## config.mk

```make
export PLATFORM = sky130hd
export DESIGN_NAME = lap_timer
export DESIGN_NICKNAME = d
export VERILOG_FILES = /design/src/rtl/lap_timer.sv
export SDC_FILE = /design/constraint.sdc
export NUM_CORES = 1
export LEC_CHECK = 0
export CORE_MARGIN = 8
export CORE_UTILIZATION = 59
export CTS_BUF_LIST = sky130_fd_sc_hd__clkbuf_4
export DETAILED_ROUTE_END_ITERATION = 8
export PLACE_DENSITY = 0.83
export SETUP_SLACK_MARGIN = 0.15
export SLEW_MARGIN = 5
export SYNTH_ARGS = -nofsm -noshare
export SYNTH_HDL_FRONTEND = slang
export SYNTH_SLANG_ARGS = --single-unit
export TNS_END_PERCENT = 30
```

## constraint.sdc

```tcl
create_clock -name clk -period 3.05 [get_ports clk]
set_clock_uncertainty 0.05 [all_clocks]
set_input_delay 0.61 -clock clk [delete_from_list [all_inputs] [get_ports clk]]
set_output_delay 0.61 -clock clk [all_outputs]
set_load 0.005 [all_outputs]
```

## src/rtl/lap_timer.sv

```systemverilog
// Stopwatch core: up/down minute:second counter with countdown expiry,
// field-by-field adjust and a first-word-fall-through lap-capture FIFO.
module lap_timer #(
    parameter int MIN_MOD   = 60,
    parameter int SEC_MOD   = 60,
    parameter int MIN_W     = 7,
    parameter int SEC_W     = 6,
    parameter int LAP_DEPTH = 4
) (
    input  logic                         clk,
    input  logic                         rst,
    input  logic                         en_tick,
    input  logic                         en_adj,
    input  logic                         start_stop,
    input  logic                         lap,
    input  logic                         clear,
    input  logic                         dir,
    input  logic                         adj,
    input  logic                         sel,
    input  logic                         lap_rd,
    output logic [MIN_W-1:0]             min_out,
    output logic [SEC_W-1:0]             sec_out,
    output logic                         running,
    output logic                         done,
    output logic                         lap_valid,
    output logic [MIN_W-1:0]             lap_min,
    output logic [SEC_W-1:0]             lap_sec,
    output logic [$clog2(LAP_DEPTH):0]   lap_count,
    output logic                         lap_ovf,
    output logic [1:0]                   state_dbg
);

    localparam int AW = $clog2(LAP_DEPTH);
    localparam int CW = AW + 1;
    localparam logic [MIN_W-1:0] MIN_MAX  = MIN_W'(MIN_MOD - 1);
    localparam logic [SEC_W-1:0] SEC_MAX  = SEC_W'(SEC_MOD - 1);
    localparam logic [CW-1:0]    FULL_CNT = CW'(LAP_DEPTH);

    typedef enum logic [1:0] {
        S_IDLE    = 2'd0,
        S_RUN     = 2'd1,
        S_ADJUST  = 2'd2,
        S_EXPIRED = 2'd3
    } state_t;

    state_t state, state_n;

    logic             start_prev, lap_prev;
    logic             start_edge, lap_edge;
    logic             at_zero, fifo_full;
    logic [MIN_W-1:0] min_n;
    logic [SEC_W-1:0] sec_n;
    logic             done_n, ovf_n;
    logic             push_en, pop_en;

    logic [MIN_W+SEC_W-1:0] mem [LAP_DEPTH];
    logic [AW-1:0]          wr_ptr, rd_ptr;

    assign start_edge = start_stop & ~start_prev;
    assign lap_edge   = lap & ~lap_prev;
    assign at_zero    = (min_out == '0) && (sec_out == '0);
    assign fifo_full  = (lap_count == FULL_CNT);

    assign running    = (state == S_RUN);
    assign state_dbg  = state;

    // Read handshake: a pop happens in any cycle with lap_valid=1 and
    // lap_rd=1; lap_rd with lap_valid=0 is ignored. lap_min/lap_sec show
    // the FIFO head whenever lap_valid=1 and advance the cycle after a pop.
    assign lap_valid          = (lap_count != '0);
    assign {lap_min, lap_sec} = mem[rd_ptr];

    always_comb begin
        state_n = state;
        min_n   = min_out;
        sec_n   = sec_out;
        done_n  = 1'b0;
        ovf_n   = lap_ovf;
        push_en = 1'b0;
        pop_en  = lap_rd && lap_valid;

        if (clear) begin
            state_n = S_IDLE;
            min_n   = '0;
            sec_n   = '0;
            ovf_n   = 1'b0;
            pop_en  = 1'b0;
        end else if (adj) begin
            state_n = S_ADJUST;
            if (state == S_ADJUST && en_adj) begin
                // Fields adjust independently; no carry between them.
                if (sel)
                    sec_n = (sec_out == SEC_MAX) ? '0 : sec_out + SEC_W'(1);
                else
                    min_n = (min_out == MIN_MAX) ? '0 : min_out + MIN_W'(1);
            end
        end else begin
            case (state)
                S_IDLE: begin
                    if (start_edge && !(dir && at_zero))
                        state_n = S_RUN;
                end
                S_RUN: begin
                    // Lap is taken from the registered count, before any tick.
                    if (lap_edge) begin
                        if (!fifo_full || pop_en)
                            push_en = 1'b1;
                        else
                            ovf_n = 1'b1;
                    end
                    if (start_edge) begin
                        state_n = S_IDLE;
                    end else if (en_tick) begin
                        if (!dir) begin
                            if (sec_out == SEC_MAX) begin
                                sec_n = '0;
                                min_n = (min_out == MIN_MAX) ? '0 : min_out + MIN_W'(1);
                            end else begin
                                sec_n = sec_out + SEC_W'(1);
                            end
                        end else if (at_zero) begin
                            state_n = S_EXPIRED;
                            done_n  = 1'b1;
                        end else if (sec_out == '0) begin
                            sec_n = SEC_MAX;
                            min_n = min_out - MIN_W'(1);
                        end else begin
                            sec_n = sec_out - SEC_W'(1);
                        end
                    end
                end
                S_EXPIRED: begin
                    if (start_edge)
                        state_n = S_IDLE;
                end
                S_ADJUST: begin
                    state_n = S_IDLE;
                end
                default: state_n = S_IDLE;
            endcase
        end
    end

    always_ff @(posedge clk or posedge rst) begin
        if (rst) begin
            state      <= S_IDLE;
            min_out    <= '0;
            sec_out    <= '0;
            done       <= 1'b0;
            lap_ovf    <= 1'b0;
            start_prev <= 1'b0;
            lap_prev   <= 1'b0;
        end else begin
            state      <= state_n;
            min_out    <= min_n;
            sec_out    <= sec_n;
            done       <= done_n;
            lap_ovf    <= ovf_n;
            start_prev <= start_stop;
            lap_prev   <= lap;
        end
    end

    always_ff @(posedge clk or posedge rst) begin
        if (rst) begin
            wr_ptr    <= '0;
            rd_ptr    <= '0;
            lap_count <= '0;
            for (int i = 0; i < LAP_DEPTH; i++)
                mem[i] <= '0;
        end else if (clear) begin
            wr_ptr    <= '0;
            rd_ptr    <= '0;
            lap_count <= '0;
        end else begin
            if (push_en) begin
                mem[wr_ptr] <= {min_out, sec_out};
                wr_ptr      <= wr_ptr + AW'(1);
            end
            if (pop_en)
                rd_ptr <= rd_ptr + AW'(1);
            lap_count <= lap_count + CW'(push_en) - CW'(pop_en);
        end
    end

endmodule

```

# [After elaboration in Yosys (flattened, before gate mapping)]
# Cells that the tools add are included.
[classes] bitwise=7 order_cmp=3 eq_ne=19 mux=61 n_addsub=8 reduce_logical=25
[op_table] cell="2-to-1 mux 7 bit" n=12
[op_table] cell="2-to-1 mux 6 bit" n=11
[op_table] cell="bitwise mux 52 bit" n=1
[op_table] cell="2-to-1 mux 13 bit" n=3
[op_table] cell="binary-select mux 13 bit (select 2 bit)" n=1
[op_table] cell="demux 13 bit (select 2 bit)" n=1
[op_table] cell="2-to-1 mux 2 bit" n=12
[op_table] cell="2-to-1 mux 1 bit" n=18
[op_table] cell="!= test 4 bit, second input constant" n=3
[op_table] cell="!= test 5 x 4 -> 1 bit, second input constant" n=2
[op_table] cell="nonzero test 3 bit" n=3
[op_table] cell="case mux 2 bit (4 select lines)" n=1
[op_table] cell="AND reduction 8 bit" n=1
[op_table] cell="nonzero test 2 bit" n=4
[op_table] cell="adder 7 x 1 -> 7 bit, second input constant" n=1
[op_table] cell="== test 7 x 6 -> 1 bit, second input constant" n=1
[op_table] cell="logical NOT 7 bit" n=1
[op_table] cell="subtractor 7 x 1 -> 7 bit, second input constant" n=1
[op_table] cell="adder 6 x 1 -> 6 bit, second input constant" n=1
[op_table] cell="== test 6 bit, second input constant" n=1
[op_table] cell="greater-or-equal comparator 3 bit, second input constant" n=2
[op_table] cell="logical AND 1 bit" n=6
[op_table] cell="logical NOT 6 bit" n=1
[op_table] cell="!= test 3 x 2 -> 1 bit, second input constant" n=2
[op_table] cell="24 further kinds" n=33
[word_totals] in_bits=11 reg_bits=78 output_inout_bits=35

# [Logic depth before layout (Yosys ltp)]
[depth] word_depth=11 ltp_mapped=13 mapped_depth_nobuf=13

# [Least setup slack after synthesis]
# No wires, ideal clock.
[synth_path] path_kind="in2reg" start="input port clear" end="register lap_count[2]" arrival_ns=2.638 setup_ns=0.132 stages=12 path_slack_ns=0.230 cell_sequence="buf_2 > clkbuf_1 > clkbuf_1 > nor2_1 > ha_1 > inv_1 > ha_1 > inv_1 > fa_1 > xor2_1 > xnor2_1 > nor2_1"
[synth_via] elab_chain_cells=4
[synth_rtl] element="from (decl)" line_no="16" rtl="input logic clear,"
[synth_rtl] element="2-to-1 mux 1 bit" line_no="82" rtl="if (clear) begin"
[synth_rtl] element="adder 3 x 1 -> 3 bit" line_no="182" rtl="lap_count <= lap_count + CW'(push_en) - CW'(pop_en);"
[synth_rtl] element="subtractor 3 x 1 -> 3 bit" line_no="182"
[synth_rtl] element="2-to-1 mux 3 bit *" line_no="171" rtl="end else if (clear) begin"
[synth_rtl] element="to (signal assigned)" line_no="182"
[synth_rtl] element="to (decl)" line_no="28" rtl="output logic [$clog2(LAP_DEPTH):0] lap_count,"
# Every way passes the cells marked *; elsewhere a longest branch is shown, timed or not.
# A chain may end at the register's enable or synchronous reset.

# [Final worst setup path]
[layout_path] start="register rd_ptr[1]" end="output port lap_min[4]"
[layout_via] elab_chain_cells=4
[layout_rtl] element="from (decl)" line_no="57" rtl="logic [AW-1:0] wr_ptr, rd_ptr;"
[layout_rtl] element="from (signal assigned)" line_no="181" rtl="rd_ptr <= rd_ptr + AW'(1);"
[layout_rtl] element="NOT 2 -> 3 bit (implied by the code)" line_no="71" rtl="assign {lap_min, lap_sec} = mem[rd_ptr];"
[layout_rtl] element="binary-select mux 13 bit (select 2 bit)" line_no="71"
[layout_rtl] element="2-to-1 mux 13 bit (implied by the code) (2 in a row)" line_no="71"
[layout_rtl] element="to (decl)" line_no="26" rtl="output logic [MIN_W-1:0] lap_min,"
# No other way between the ends. The select of a mux whose other input is x is not followed.

==> impl_results.md <==
* Fin. Hold Viols at 0
* RSZ-0062 raised after global routing: true
* IO buf count at 45
* Combinational power share at 25.9%
* Antenna cells at 0
* Seq/Total Area, Yosys at 45.7%
* Via/cell ratio at 5.97
* Initial Utilization at 59.9%
* CTS max path bufs at 2
* Die Width at 101 µm
* Critical Path Max Stage Delay at 0.66 ns
* Post-synth EDFFs at 0
* Number of primary I/O pins at 46
* Vias at 3,069
* Startpoint Class: flop
* Clock sink count at 78
* Status: completed
* Count of distinct cell types in the synthesized netlist at 61
* HP Class: flop to flop
* Worst-path fanout max at 9
* Endpoints failing setup at 0
* CP cell instances: mux4_2 -> clkdlybuf4s50_1
* Peak VDD IR at 0.287 mV
* Worst skew pair latency at 0.42 ns
* WP data arrival at 2.13 ns
* Row cnt at 31
* Synth area leaders: dfrtp_1 46%, mux2_2 14%, mux4_2 6.8%, ha_1 3.5%, nor2_1 2.5%
* HPWL Detailed at 6.62 mm
* Core area at 7140 µm²
* WS Path Type: flop to primary output
* Avg WL per Cell at 18.4 µm
* Largest net degree at the start of global routing at 54
* PD cells at 509 nW/µm²
* Root Buffer: clkbuf_4
* Ys flop type: dfrtp_1
* H-tree levels at 3
* Post-layout min period at 2.79 ns
* First-pass DRT Iterations at 5
* Crit. End Element: primary output
* Sw Share at 32.4%
* Total Power at 2.54 mW
* Gpl congestion at 0.914
* Normalized max-slew margin at 61.4%
* Slowest library cell on the worst path: dfrtp_1
* Wire length of the first global-routing pass at 15.5 mm
* Internal power at 1.72 mW
* Area Growth Syn to Fin at 16.7%
* Psw at 823 µW
* Register share of total power at 48.7%
* DRC Markers at 0
* Count leader, synth: dfrtp_1
* CTS tree: built
* Post-synth net total at 392
* Critical path required time at 2.39 ns
* Worst-Margin Slew at 0.578 ns
* Cell count after synthesis at 368
* Post-synth top cells: 78 x dfrtp_1, 52 x mux2_2, 29 x nor2_1
* Ys Warns at 0
* Max-Cap Viols at 0
* Synth area leader: dfrtp_1
* Clock power share at 25.4%
* Max Clk Rate at 0.359 GHz
* Setup TNS at 0 ns
* Post-Syn Area at 4280 µm²
* Post-route clock period utilization at 91.3%
* Final net count at 434
* Layout cells sized above 1 at 27.0%
* CTS Hold Bufs at 0
* Initial antenna violation count at 0
* Final slew viol count at 0
* LEAKAGE at 2.26 nW
* Post-DRT Antenna Nets at 0
* Total grt overflow at 0
* Total GRT Usage at 19.3%
* Clock slew at reported path FFs at 0.13 ns
* DRT iter0 DRCs at 211
* Synthesized flop and latch total at 78
* Share of the synthesized area in the top cell type at 45.7%
* Post-Route WL at 9.48 mm
* Die area at 10,200 µm²
* Post-synth ARST share at 100%
* Syn Area/Cell at 11.6 µm²
* Vias in the first global route at 3,156
* Chip height at 101 µm
* Total CTS buffers at 9
==> metrics by stage <==
| step | cell area [µm²] | hold WS [ns] | cells | utilization [%] | worst slack (ns) |
|---|---|---|---|---|---|
| floorplan | 4280 | 0.409 | 368 | - | 0.230 |
| global placement | 4830 | 0.421 | 498 | 67.7 | -0.0928 |
| detailed placement | 4830 | 0.429 | 498 | 67.7 | -0.215 |
| CTS | 4980 | 0.460 | 514 | 69.8 | 0.195 |
| global route | 4990 | 0.480 | 514 | 69.9 | 0.146 |
| finish | 4990 | 0.455 | 514 | 69.9 | 0.265 |
==> area by class of cell <==
cell class	instances	area, µm²
multi-input combinational	251	2160
fill	540	2150
sequential	78	1950
timing repair buffer	57	557
tap	99	124
clock buffer	10	75.1
clock inverter	6	71.3
inverter	13	48.8
==> cells by family (layout without fill, tap and decap cells) <==
kind of cell	count (synthesis)	in the layout	share of synthesized area, %
buf+inv	39	86	3.89
fa+ha+maj	13	13	3.98
compound gates	51	51	8.66
xor+xnor	6	6	1.23
simple gates	108	108	14.0
flops	78	78	45.7
mux	73	73	22.6
==> timing repair <==
action | in CTS | in global routing
setup buffers | 0 | 0
endpoints found under the setup margin | 0 | 9
gates resized for setup | 0 | 2
==> worst max-delay path, delay by kind of cell (launching register included) <==
family	cells	cell delay [ns]
buffers and inverters	1	0.46
DFF	1	0.66
muxes	1	0.57
==> per-layer routing <==
layer | part of all wire [%] | track usage (%)
met5 | 0 | 0
met4 | 1.5 | 6.87
met1 | 44 | 24.6
met3 | 4.2 | 2.97
met2 | 50 | 32.6
==> flip-flops by register name, indices dropped and copies added (netlist names) <==
register / cells
wr_ptr: 2
lap_count: 3
sec_out: 6
state_dbg: 2
lap_ovf: 1
rd_ptr: 2
min_out: 7
done: 1
mem: 52
start_prev: 1
lap_prev: 1
==> layout by cell type (no fill, tap or decap), types with 7 or more instances in the layout <==
cell type        instances
dfrtp_1                 78
mux2_2                  52
clkdlybuf4s50_1         45
nor2_1                  29
nand2_1                 19
mux4_2                  13
ha_1                    12
inv_1                   11
nand3_1                 10
clkbuf_4                10
buf_4                   10
o21ai_0                  9
a21oi_1                  7
==> path summary, 6_finish.rpt <==
path                                   start           end  slack (ns)  depth (start not counted)
worst max register to register  lap_count[1]  lap_count[2]        0.51                         12
min in group asynchronous                rst       mem[12]        0.50                          2
worst max-delay path               rd_ptr[1]    lap_min[4]        0.26                          2
worst min register to register       mem[37]       mem[37]        0.45                          1
worst min-delay path                 mem[37]       mem[37]        0.45                          1
max in group asynchronous                rst    sec_out[1]        1.78                          3
==> power groups by stage <==
stage               Clock (mW)  Combinational [mW]  Sequential, mW
finish                   0.644               0.658            1.24
global route             0.703               0.723            1.25
CTS                      0.659               0.661            1.23
detailed placement           0               0.658            1.25
global placement             0               0.640            1.25
floorplan                    0               0.470            1.17
Note: power is estimated with default switching activity, not from simulation.
